### src/rtl/interface_tx_pkg.sv
// ----------------------------------------------------------------------------
// interface_tx_pkg
// Shared definitions for the ALU-to-UART response path: state encoding,
// status byte bit positions and frame lengths. The frame lengths and status
// bit positions are shared with the receive-side byte definitions.
// ----------------------------------------------------------------------------
package interface_tx_pkg;

    localparam int DATA_W = 8;

    // State encoding
    localparam logic [1:0] IDLE      = 2'b00;
    localparam logic [1:0] SEND      = 2'b01;
    localparam logic [1:0] WAIT_DONE = 2'b10;
    localparam logic [1:0] DONE      = 2'b11;

    typedef enum logic [1:0] {
        ST_IDLE      = IDLE,
        ST_SEND      = SEND,
        ST_WAIT_DONE = WAIT_DONE,
        ST_DONE      = DONE
    } tx_state_t;

    // Status byte layout
    localparam int STATUS_CARRY_BIT = 0;
    localparam int STATUS_ZERO_BIT  = 1;

    // Frame lengths in bytes
    localparam int FRAME_LEN_RESULT = 1;
    localparam int FRAME_LEN_STATUS = 2;

    function automatic logic [DATA_W-1:0] pack_status(input logic carry,
                                                      input logic zero);
        logic [DATA_W-1:0] s;
        s = '0;
        s[STATUS_CARRY_BIT] = carry;
        s[STATUS_ZERO_BIT]  = zero;
        return s;
    endfunction

endpackage

### src/rtl/interface_tx.sv
// ----------------------------------------------------------------------------
// interface_tx
// Captures the ALU result and flags on completion and serialises a response
// frame (result byte, optionally followed by a status byte) to the UART
// transmitter using its start/busy/done handshake.
//
// Ports
//   i_clk               system clock, rising edge
//   i_reset             asynchronous active-low reset
//   i_alu_result        ALU result, valid with i_alu_result_ready
//   i_alu_carry         ALU carry flag
//   i_alu_zero          ALU zero flag
//   i_alu_result_ready  one-cycle pulse: result and flags valid
//   i_tx_busy           UART transmitter shifting a byte
//   i_tx_done           one-cycle pulse: UART finished current byte
//   o_tx_data           byte presented to the UART (registered)
//   o_tx_start          one-cycle request to send o_tx_data
//   o_busy              frame in progress
//   o_frame_done        one-cycle pulse after the last byte completes
//   o_overrun           sticky: result arrived while a frame was in progress
//
// state     | meaning
// ----------+-------------------------------------------------------------
// IDLE      | waiting for an ALU result
// SEND      | o_tx_data loaded; issue start as soon as the UART is not busy
// WAIT_DONE | byte handed to the UART; waiting for its done pulse
// DONE      | frame complete; o_frame_done pulses for this one cycle
// ----------------------------------------------------------------------------
module interface_tx
    import interface_tx_pkg::*;
#(
    parameter int DATA_WIDTH  = DATA_W,
    parameter bit SEND_STATUS = 1'b1
) (
    input  logic                  i_clk,
    input  logic                  i_reset,
    input  logic [DATA_WIDTH-1:0] i_alu_result,
    input  logic                  i_alu_carry,
    input  logic                  i_alu_zero,
    input  logic                  i_alu_result_ready,
    input  logic                  i_tx_busy,
    input  logic                  i_tx_done,
    output logic [DATA_WIDTH-1:0] o_tx_data,
    output logic                  o_tx_start,
    output logic                  o_busy,
    output logic                  o_frame_done,
    output logic                  o_overrun
);

    localparam int FRAME_LEN = SEND_STATUS ? FRAME_LEN_STATUS : FRAME_LEN_RESULT;

    tx_state_t             state_q, state_d;
    logic                  byte_idx_q, byte_idx_d;
    logic [DATA_WIDTH-1:0] status_q, status_d;
    logic [DATA_WIDTH-1:0] tx_data_q, tx_data_d;
    logic                  overrun_q, overrun_d;
    logic                  last_byte;

    // The result byte goes straight into the tx data register, which holds it
    // for the whole first byte; only the status byte needs a separate latch.
    assign last_byte = (int'(byte_idx_q) == FRAME_LEN - 1);

    always_ff @(posedge i_clk or negedge i_reset) begin
        if (!i_reset) begin
            state_q    <= ST_IDLE;
            byte_idx_q <= 1'b0;
            status_q   <= '0;
            tx_data_q  <= '0;
            overrun_q  <= 1'b0;
        end else begin
            state_q    <= state_d;
            byte_idx_q <= byte_idx_d;
            status_q   <= status_d;
            tx_data_q  <= tx_data_d;
            overrun_q  <= overrun_d;
        end
    end

    always_comb begin
        state_d      = state_q;
        byte_idx_d   = byte_idx_q;
        status_d     = status_q;
        tx_data_d    = tx_data_q;
        o_tx_start   = 1'b0;
        o_frame_done = 1'b0;

        // DONE still counts as busy, so a result arriving on the way back to
        // IDLE is dropped and flagged rather than starting a new frame.
        overrun_d = overrun_q | (i_alu_result_ready && (state_q != ST_IDLE));

        unique case (state_q)
            ST_IDLE: begin
                if (i_alu_result_ready) begin
                    tx_data_d  = i_alu_result;
                    status_d   = pack_status(i_alu_carry, i_alu_zero);
                    byte_idx_d = 1'b0;
                    state_d    = ST_SEND;
                end
            end
            ST_SEND: begin
                if (!i_tx_busy) begin
                    o_tx_start = 1'b1;
                    state_d    = ST_WAIT_DONE;
                end
            end
            ST_WAIT_DONE: begin
                // done wins over a simultaneous busy
                if (i_tx_done) begin
                    if (!last_byte) begin
                        byte_idx_d = 1'b1;
                        tx_data_d  = status_q;
                        state_d    = ST_SEND;
                    end else begin
                        state_d = ST_DONE;
                    end
                end
            end
            ST_DONE: begin
                o_frame_done = 1'b1;
                state_d      = ST_IDLE;
            end
            default: state_d = ST_IDLE;
        endcase
    end

    assign o_tx_data = tx_data_q;
    assign o_busy    = (state_q != ST_IDLE);
    assign o_overrun = overrun_q;

endmodule

### config.mk
export PLATFORM = sky130hd
export DESIGN_NAME = interface_tx
export DESIGN_NICKNAME = d
export VERILOG_FILES = /design/src/rtl/interface_tx_pkg.sv /design/src/rtl/interface_tx.sv
export SDC_FILE = /design/constraint.sdc
export NUM_CORES = 1
export LEC_CHECK = 0
export CORE_MARGIN = 4
export CORE_UTILIZATION = 30
export DETAILED_ROUTE_END_ITERATION = 12
export PLACE_DENSITY = 0.61
export SLEW_MARGIN = 15
export SYNTH_ARGS = -nofsm -noshare
export SYNTH_HDL_FRONTEND = slang
export SYNTH_SLANG_ARGS = --single-unit
### constraint.sdc
create_clock -name i_clk -period 1.4 [get_ports i_clk]
set_input_delay 0.28 -clock i_clk [delete_from_list [all_inputs] [get_ports i_clk]]
set_output_delay 0.28 -clock i_clk [all_outputs]
set_load 0.01 [all_outputs]
======== Word level (Yosys, flattened, before mapping) ========
Index checks and enable logic that the tools add are counted.
storage, ports and cells
  bits of input ports ..................... 15
  register bits after elaboration ......... 14
operators by class
  eq/ne operators ......................... 7
  multiplexer cells ....................... 15
  reduce and logical (&&, ||, !) cells .... 8
  bitwise logic cells ..................... 1
operators with widths
  kind                                           number
  2-to-1 mux 8 bit                               3
  one-hot mux 8 bit (2 select lines)             1
  2-to-1 mux 2 bit                               4
  inequality test 2 bit, second input constant   4
  one-hot mux 2 bit (4 select lines)             1
  AND reduction 3 bit                            2
  2-to-1 mux 1 bit                               5
  == test 2 bit, second input constant           2
  AND reduction 4 bit                            1
  nonzero test 2 bit                             2
  == test 2 x 1 -> 1 bit, second input constant  1
  logical NOT 2 bit                              1
  one-hot mux 1 bit (2 select lines)             1
  AND reduction 2 bit                            1
  logical AND 1 bit                              1
  OR 1 bit                                       1

======== Longest topological paths before layout ========
Gate-level depths: netlist of run 1.
  depth in word-level cells ............... 3
  depth in mapped cells ................... 4
  mapped depth without buffers ............ 3

======== Worst setup path before layout of run 1 ========
OpenSTA, ideal clock, no wires.
  path type ............................... register -> register
  from .................................... reg state_q[0]
  to ...................................... reg tx_data_q[0] (netlist: o_tx_data[0])
  period minus slack after synthesis ...... 1.351 ns
  required time ........................... 1.275 ns
  setup slack ............................. 0.049 ns
  data arrival time ....................... 1.226 ns
  cell stages (with the launch flop) ...... 5
  path through ............................ dfrtp_1 -> buf_6 -> nor2b_4 -> mux2_2 -> mux2_4
between the ends
  longest elaborated chain between the ends .. 3
  elaborated cells between the ends (all ways) .. 8
  those cells by class .................... 4 x eq/ne; 1 x mux; 3 x reduce/logical
RTL lines
  what                                                                          line                text
  from (decl)                                                                   interface_tx.sv:52  tx_state_t state_q, state_d;
  from (signal assigned)                                                        interface_tx.sv:71  state_q <= state_d;
  == test 2 bit / logical NOT 2 bit (equally long branches)                     interface_tx.sv:91  unique case (state_q)
  inequality test 2 bit (no line) / nonzero test 2 bit (equally long branches)  -
  AND reduction 4 bit (no line)                                                 -
  to (signal assigned)                                                          interface_tx.sv:74  tx_data_q <= tx_data_d;
  to (decl)                                                                     interface_tx.sv:55  logic [DATA_WIDTH-1:0] tx_data_q, tx_data_d;
Several ways; a longest one is shown, not always the timed one.
A chain may end at the register's enable or synchronous reset.

======== Final worst setup path of run 1 ========
  from .................................... reg state_q[1]
  to ...................................... reg tx_data_q[0] (netlist: o_tx_data[0])
Same word-level chain as after synthesis.

==> results of run 1 <==
-- sequential cells by signal (all words and copies together), names as in the netlist --
name,flops
state_q,2
status_q,2
byte_idx_q,1
o_overrun,1
o_tx_data,8
-- stage by stage --
stage / instances / worst slack (ns) / setup TNS [ns]
2_1_floorplan: 52 / 0.0490 / 0
3_3_place_gp: 112 / -0.383 / -2.80
3_5_place_dp: 112 / -0.405 / -2.78
4_1_cts: 119 / -0.122 / -0.729
5_1_grt: 120 / -0.158 / -1.18
6_report: 120 / -0.0809 / -0.361
-- kinds of logic after synthesis --
| logic type | synth area share, % |
|---|---|
| simple gates | 18.4 |
| flops | 51.0 |
| compound gates | 14.4 |
| mux | 12.4 |
| buf+inv | 3.82 |
-- synthesized netlist by cell type --
master | n | share of area, %
and3_2 | 6 | 6.6
mux2_4 | 2 | 4.4
nor3b_4 | 1 | 2.7
a21o_2 | 6 | 7.7
or2b_1 | 1 | 1.1
nor2b_4 | 1 | 2.0
o21bai_1 | 1 | 1.1
nor3b_1 | 1 | 1.1
o21ai_0 | 3 | 2.2
nand2_1 | 2 | 1.1
inv_1 | 1 | 0.55
and2_2 | 1 | 1.1
nor2b_1 | 2 | 1.8
mux2i_1 | 1 | 1.5
buf_6 | 2 | 3.3
a21oi_4 | 1 | 2.4
or2_2 | 1 | 0.91
dfrtp_1 | 14 | 51
a21o_1 | 1 | 1.1
mux2_2 | 4 | 6.6
-- layer usage --
layer  track usage (%)  vias up
li1                  -      264
met1              13.6      254
met5                 0        -
met4              7.12        0
met3              2.09        2
met2              18.2       13
-- power groups by stage --
stage	Combinational, mW	Clock (mW)	Sequential (mW)
finish	1.19	0.291	0.677
global route	1.28	0.324	0.705
CTS	1.18	0.306	0.681
detailed placement	1.10	0	0.704
global placement	1.08	0	0.705
floorplan	0.601	0	0.716
-- layout make-up --
type                       count  share of cell area, %
sequential                    14                   31.4
timing repair buffer          38                   31.1
multi-input combinational     35                   30.8
clock buffer                   4                   3.24
tap                           28                   3.13
inverter                       1                  0.335
-- worst max-delay path: cells and delay by family (launching register included) --
| family | cells | cell delay, ns |
|---|---|---|
| AOI/OAI and AO/OA | 1 | 0.27 |
| buffers and inverters | 2 | 0.23 |
| DFF | 1 | 0.42 |
| muxes | 1 | 0.33 |
| and+or+nand+nor | 1 | 0.14 |
-- path summary, 6_finish.rpt --
check | startpoint | to | slack (ns) | cells past startpoint
min in group i_clk | o_overrun$_DFF_PN0_ | o_overrun$_DFF_PN0_ | 0.46 | 1
hold / removal | i_reset | o_tx_data[1]$_DFFE_PN0P_ | 0.30 | 2
setup reg to reg | state_q[1]$_DFFE_PN0P_ | o_tx_data[0]$_DFFE_PN0P_ | -0.08 | 5
hold reg to reg | o_overrun$_DFF_PN0_ | o_overrun$_DFF_PN0_ | 0.46 | 1
setup / recovery | state_q[1]$_DFFE_PN0P_ | o_tx_data[0]$_DFFE_PN0P_ | -0.08 | 5
max in group asynchronous | i_reset | state_q[1]$_DFFE_PN0P_ | 0.89 | 2
-- timing repair --
item | in CTS | in global routing
buffers inserted | 4 | 1
endpoints found under the setup margin | 22 | 13
pin swaps | 8 | 0
gates resized for setup | 33 | 3
gates cloned | 0 | 0
==> results.json, run 1 <==
{
  "antenna_cells": 0,
  "tightestPinTransition_ns": 0.318,
  "die_h_um": 55.9,
  "cellLeakagePower_nw": 0.539,
  "grt_pass1_vias": 608,
  "firstDrtPassIters": 2,
  "antenna_left": 0,
  "cpMostUsedCell": "buf_6",
  "cp.arrival_ns": 1.66,
  "layout_common_cells": "clkdlybuf4s50_1, dfrtp_1, dlygate4sd2_1, buf_4",
  "setup_ws_ns": -0.0809,
  "gr-total-overflow": 0,
  "n_fill_cell": 200,
  "p_int_mw": 1.46,
  "drive_above_1_share_pct": 47.8,
  "synth.distinct_cells": 20,
  "cp.required_ns": 1.58,
  "drcViolationCount": 0,
  "avgSynthCellArea_um2": 13.2,
  "hold_path.class": "in2async",
  "dp_hpwl_um": 1190,
  "violations": "setup timing",
  "cts.clk_slew.worst_paths_ns": 0.10,
  "max_slew_margin_pct": 78.8,
  "regArea_um2": 352,
  "critPathLaunchType": "flop",
  "via_count": 533,
  "vias_per_cell": 4.44,
  "pwr-share-clk_pct": 13.5,
  "top_layer": "met4",
  "switching_share_pct": 32.2,
  "gp_congestion": 0.779,
  "synth_seq_cells": 14,
  "synth_seq_area_share_pct": 51.0,
  "nets": 108,
  "p_sw_uw": 695,
  "critPathKind": "reg2reg",
  "slowest_stage": "dfrtp_2",
  "final_common_cell": "clkdlybuf4s50_1",
  "critPathMaxStageDelay_ns": 0.42,
  "pwr-share-seq_pct": 31.4,
  "power_density_nw_per_um2": 1930,
  "fin_util_pct": 51.1,
  "hold_ws_ns": 0.305,
  "drtIter0Drc": 2,
  "avgRoutedWirePerCell_um": 13.4,
  "grt_setup_unrepaired": "true",
  "wl_met3_um": 67,
  "hold_viol_final": 0,
  "syn-instance-count": 52,
  "area_growth_pct": 63.0,
  "wl_met2_um": 806,
  "yosysWarnings": 0,
  "routedLengthMet1_um": 715,
  "crit_fanout": 8,
  "skew_ns": 0.0134,
  "antenna_found_initial": 0,
  "synth_fp_nets": 67,
  "grt_usage_pct": 11.2,
  "syn-cell-area_um2": 687,
  "fin_area_um2": 1120,
  "clk_path_buf_depth": 2,
  "cap_violations": 0,
  "end_kind": "flop",
  "die_area_um2": 3120,
  "clk_latency_ns": 0.28,
  "slew_violations": 0,
  "place_area_um2": 1020,
  "path_cells": "buf_6 -> buf_6 -> nor2b_4 -> a21oi_4 -> mux2_4",
  "numCtsBuffers": 3,
  "grt_max_degree": 15,
  "core-area_um2": 2190,
  "cts_sinks": 14,
  "initial_utilization_pct": 31.4,
  "p_comb_share_pct": 55.1,
  "ir_worst_vdd_v": 0.000883,
  "layout_min_cycle_time_ns": 1.48,
  "std_cell_rows": 17,
  "cts-hold-fix-buffers": 0,
  "cts_tree": "built",
  "fp.dieW_um": 55.9,
  "grt_pass1_wl_um": 2770,
  "root_buffer": "clkbuf_4",
  "h-tree-depth": 1,
  "io_buffers": 26,
  "io_pins": 27,
  "status": "complete, but fails checks",
  "finalSetupViolCount": 12,
  "fmax_mhz": 675,
  "wl_um": 1610,
  "multi_input_area_um2": 345,
  "p_total_mw": 2.16,
  "period_share_pct": 106
}
Note: power is estimated with default switching activity, not from simulation.
==> run 2: changes to the inputs <==
CAP_MARGIN = 20   (was not set)
CORE_MARGIN = not set   (was 4)
==> run 2 against run 1 <==
Against the previous run:
- the run still ends with setup timing left
- hold slack improved by 0.0063 ns
- sequential share of layout area rose by 0.49 points
- via count rose by 1.1%
- total power fell by 3.2%
- critical path type unchanged
- largest power group unchanged
- highest routed layer unchanged
==> results.json, run 2 (same netlist as run 1, synthesis figures left out) <==
{
  "rr_worst_depth": 4,
  "wl_um": 1480,
  "skew_ns": 0.00320,
  "reg2reg_from": "state_q[1]$_DFFE_PN0P_",
  "hold_path.class": "in2async",
  "power_density_nw_per_um2": 1900,
  "die_area_um2": 2490,
  "die_h_um": 49.9,
  "antenna_found_initial": 0,
  "avgRoutedWirePerCell_um": 12.3,
  "crit_fanout": 5,
  "std_cell_rows": 16,
  "cts-hold-fix-buffers": 0,
  "critPathKind": "reg2reg",
  "finalSetupViolCount": 11,
  "initial_utilization_pct": 33.3,
  "grt_usage_pct": 13.2,
  "hold_ws_ns": 0.311,
  "h-tree-depth": 1,
  "drcViolationCount": 0,
  "setup_ws_ns": -0.0507,
  "cts_sinks": 14,
  "cts_tree": "built",
  "antenna_left": 0,
  "n_fill_cell": 197,
  "gr-total-overflow": 0,
  "clk_path_buf_depth": 2,
  "io_pins": 27,
  "antenna_cells": 0,
  "path_cells": "buf_6 -> nor2b_4 -> mux2_2 -> mux2_4",
  "cap_violations": 0,
  "fmax_mhz": 689,
  "violations": "setup timing",
  "critPathLaunchType": "flop",
  "cts.clk_slew.worst_paths_ns": 0.08,
  "grt_max_degree": 15,
  "cp.required_ns": 1.57,
  "grt_setup_unrepaired": "true",
  "io_buffers": 26,
  "layout_common_cells": "dfrtp_1, clkdlybuf4s50_1, buf_4",
  "clk_latency_ns": 0.28,
  "gp_congestion": 0.810,
  "final_common_cell": "dfrtp_1",
  "drive_above_1_share_pct": 47.3,
  "slew_violations": 0,
  "status": "complete, but fails checks",
  "slowest_stage": "dfrtp_1",
  "critPathMaxStageDelay_ns": 0.42,
  "vias_per_cell": 4.49,
  "cp.arrival_ns": 1.62,
  "numCtsBuffers": 3,
  "path_buf_inv": 1,
  "dp_slack_ns": -0.436,
  "period_share_pct": 104,
  "cellLeakagePower_nw": 0.560,
  "layout_min_cycle_time_ns": 1.45,
  "end_kind": "flop",
  "area_growth_pct": 59.9,
  "drtIter0Drc": 4,
  "fp.dieW_um": 49.9,
  "r2r-end": "o_tx_data[0]$_DFFE_PN0P_",
  "r2r_slack_ns": -0.05,
  "root_buffer": "clkbuf_4",
  "core-area_um2": 2060,
  "hold_viol_final": 0,
  "grt_pass1_vias": 545,
  "max_slew_margin_pct": 81.8,
  "tightestPinTransition_ns": 0.273,
  "firstDrtPassIters": 4,
  "dp_hpwl_um": 1090,
  "crit_family": "multiplexers",
  "ir_worst_vdd_v": 0.000809,
  "grt_pass1_wl_um": 2410,
  "nets": 110,
  "largest_reg_flops": 8,
  "via_count": 539
}
==> run 2: what timing repair did <==
action | 4_1_cts | 5_1_grt
buffers inserted | 2 | 3
setup endpoints to repair | 22 | 12
pin swaps | 2 | 2
hold endpoints to repair | 0 | 0
resized for setup | 26 | 5
==> run 2: through the flow <==
stage	utilization (%)	setup TNS, ns	power [mW]	area [um2]	instances
2_1_floorplan	-	0	1.32	687	52
3_3_place_gp	50.1	-2.64	1.80	1030	113
3_5_place_dp	50.1	-2.77	1.82	1030	113
4_1_cts	51.7	-0.390	2.02	1070	117
5_1_grt	53.3	-1.08	2.25	1100	120
6_report	53.3	-0.324	2.09	1100	120
==> run 2: final cells by class <==
type                       instances  area [um2]  area share [%]
clock buffer                       3        22.5            2.05
tap                               27        33.8            3.08
sequential                        14         350            31.9
timing repair buffer              40         363            33.0
inverter                           1        3.75           0.342
multi-input combinational         35         325            29.6
==> run 2: metal layers <==
layer / global-route usage, % / up-vias / wire length (um)
li1: - / 264 / -
met1: 17.1 / 252 / 670
met2: 20.3 / 20 / 687
met3: 3.09 / 3 / 93
met4: 7.14 / 0 / 27
met5: 0 / - / 0
==> run 2: how the worst max path moves through the flow <==
stage	from	to	slack, ns	depth (start not counted)
after floorplan	state_q[0]$_DFFE_PN0P_	o_tx_data[0]$_DFFE_PN0P_	0.05	4
after global placement	i_tx_busy	o_tx_start	-0.37	3
after detailed placement	i_tx_busy	o_tx_start	-0.44	3
after CTS	state_q[1]$_DFFE_PN0P_	o_tx_data[0]$_DFFE_PN0P_	-0.08	5
after global routing	state_q[1]$_DFFE_PN0P_	o_tx_data[0]$_DFFE_PN0P_	-0.11	4
final	state_q[1]$_DFFE_PN0P_	o_tx_data[0]$_DFFE_PN0P_	-0.05	4
==> run 2: report_power, final <==
| part | switching (mW) | total (mW) | internal (mW) |
|---|---|---|---|
| registers | 0.110 | 0.691 | 0.581 |
| logic | 0.444 | 1.18 | 0.732 |
| clock network | 0.123 | 0.223 | 0.0997 |
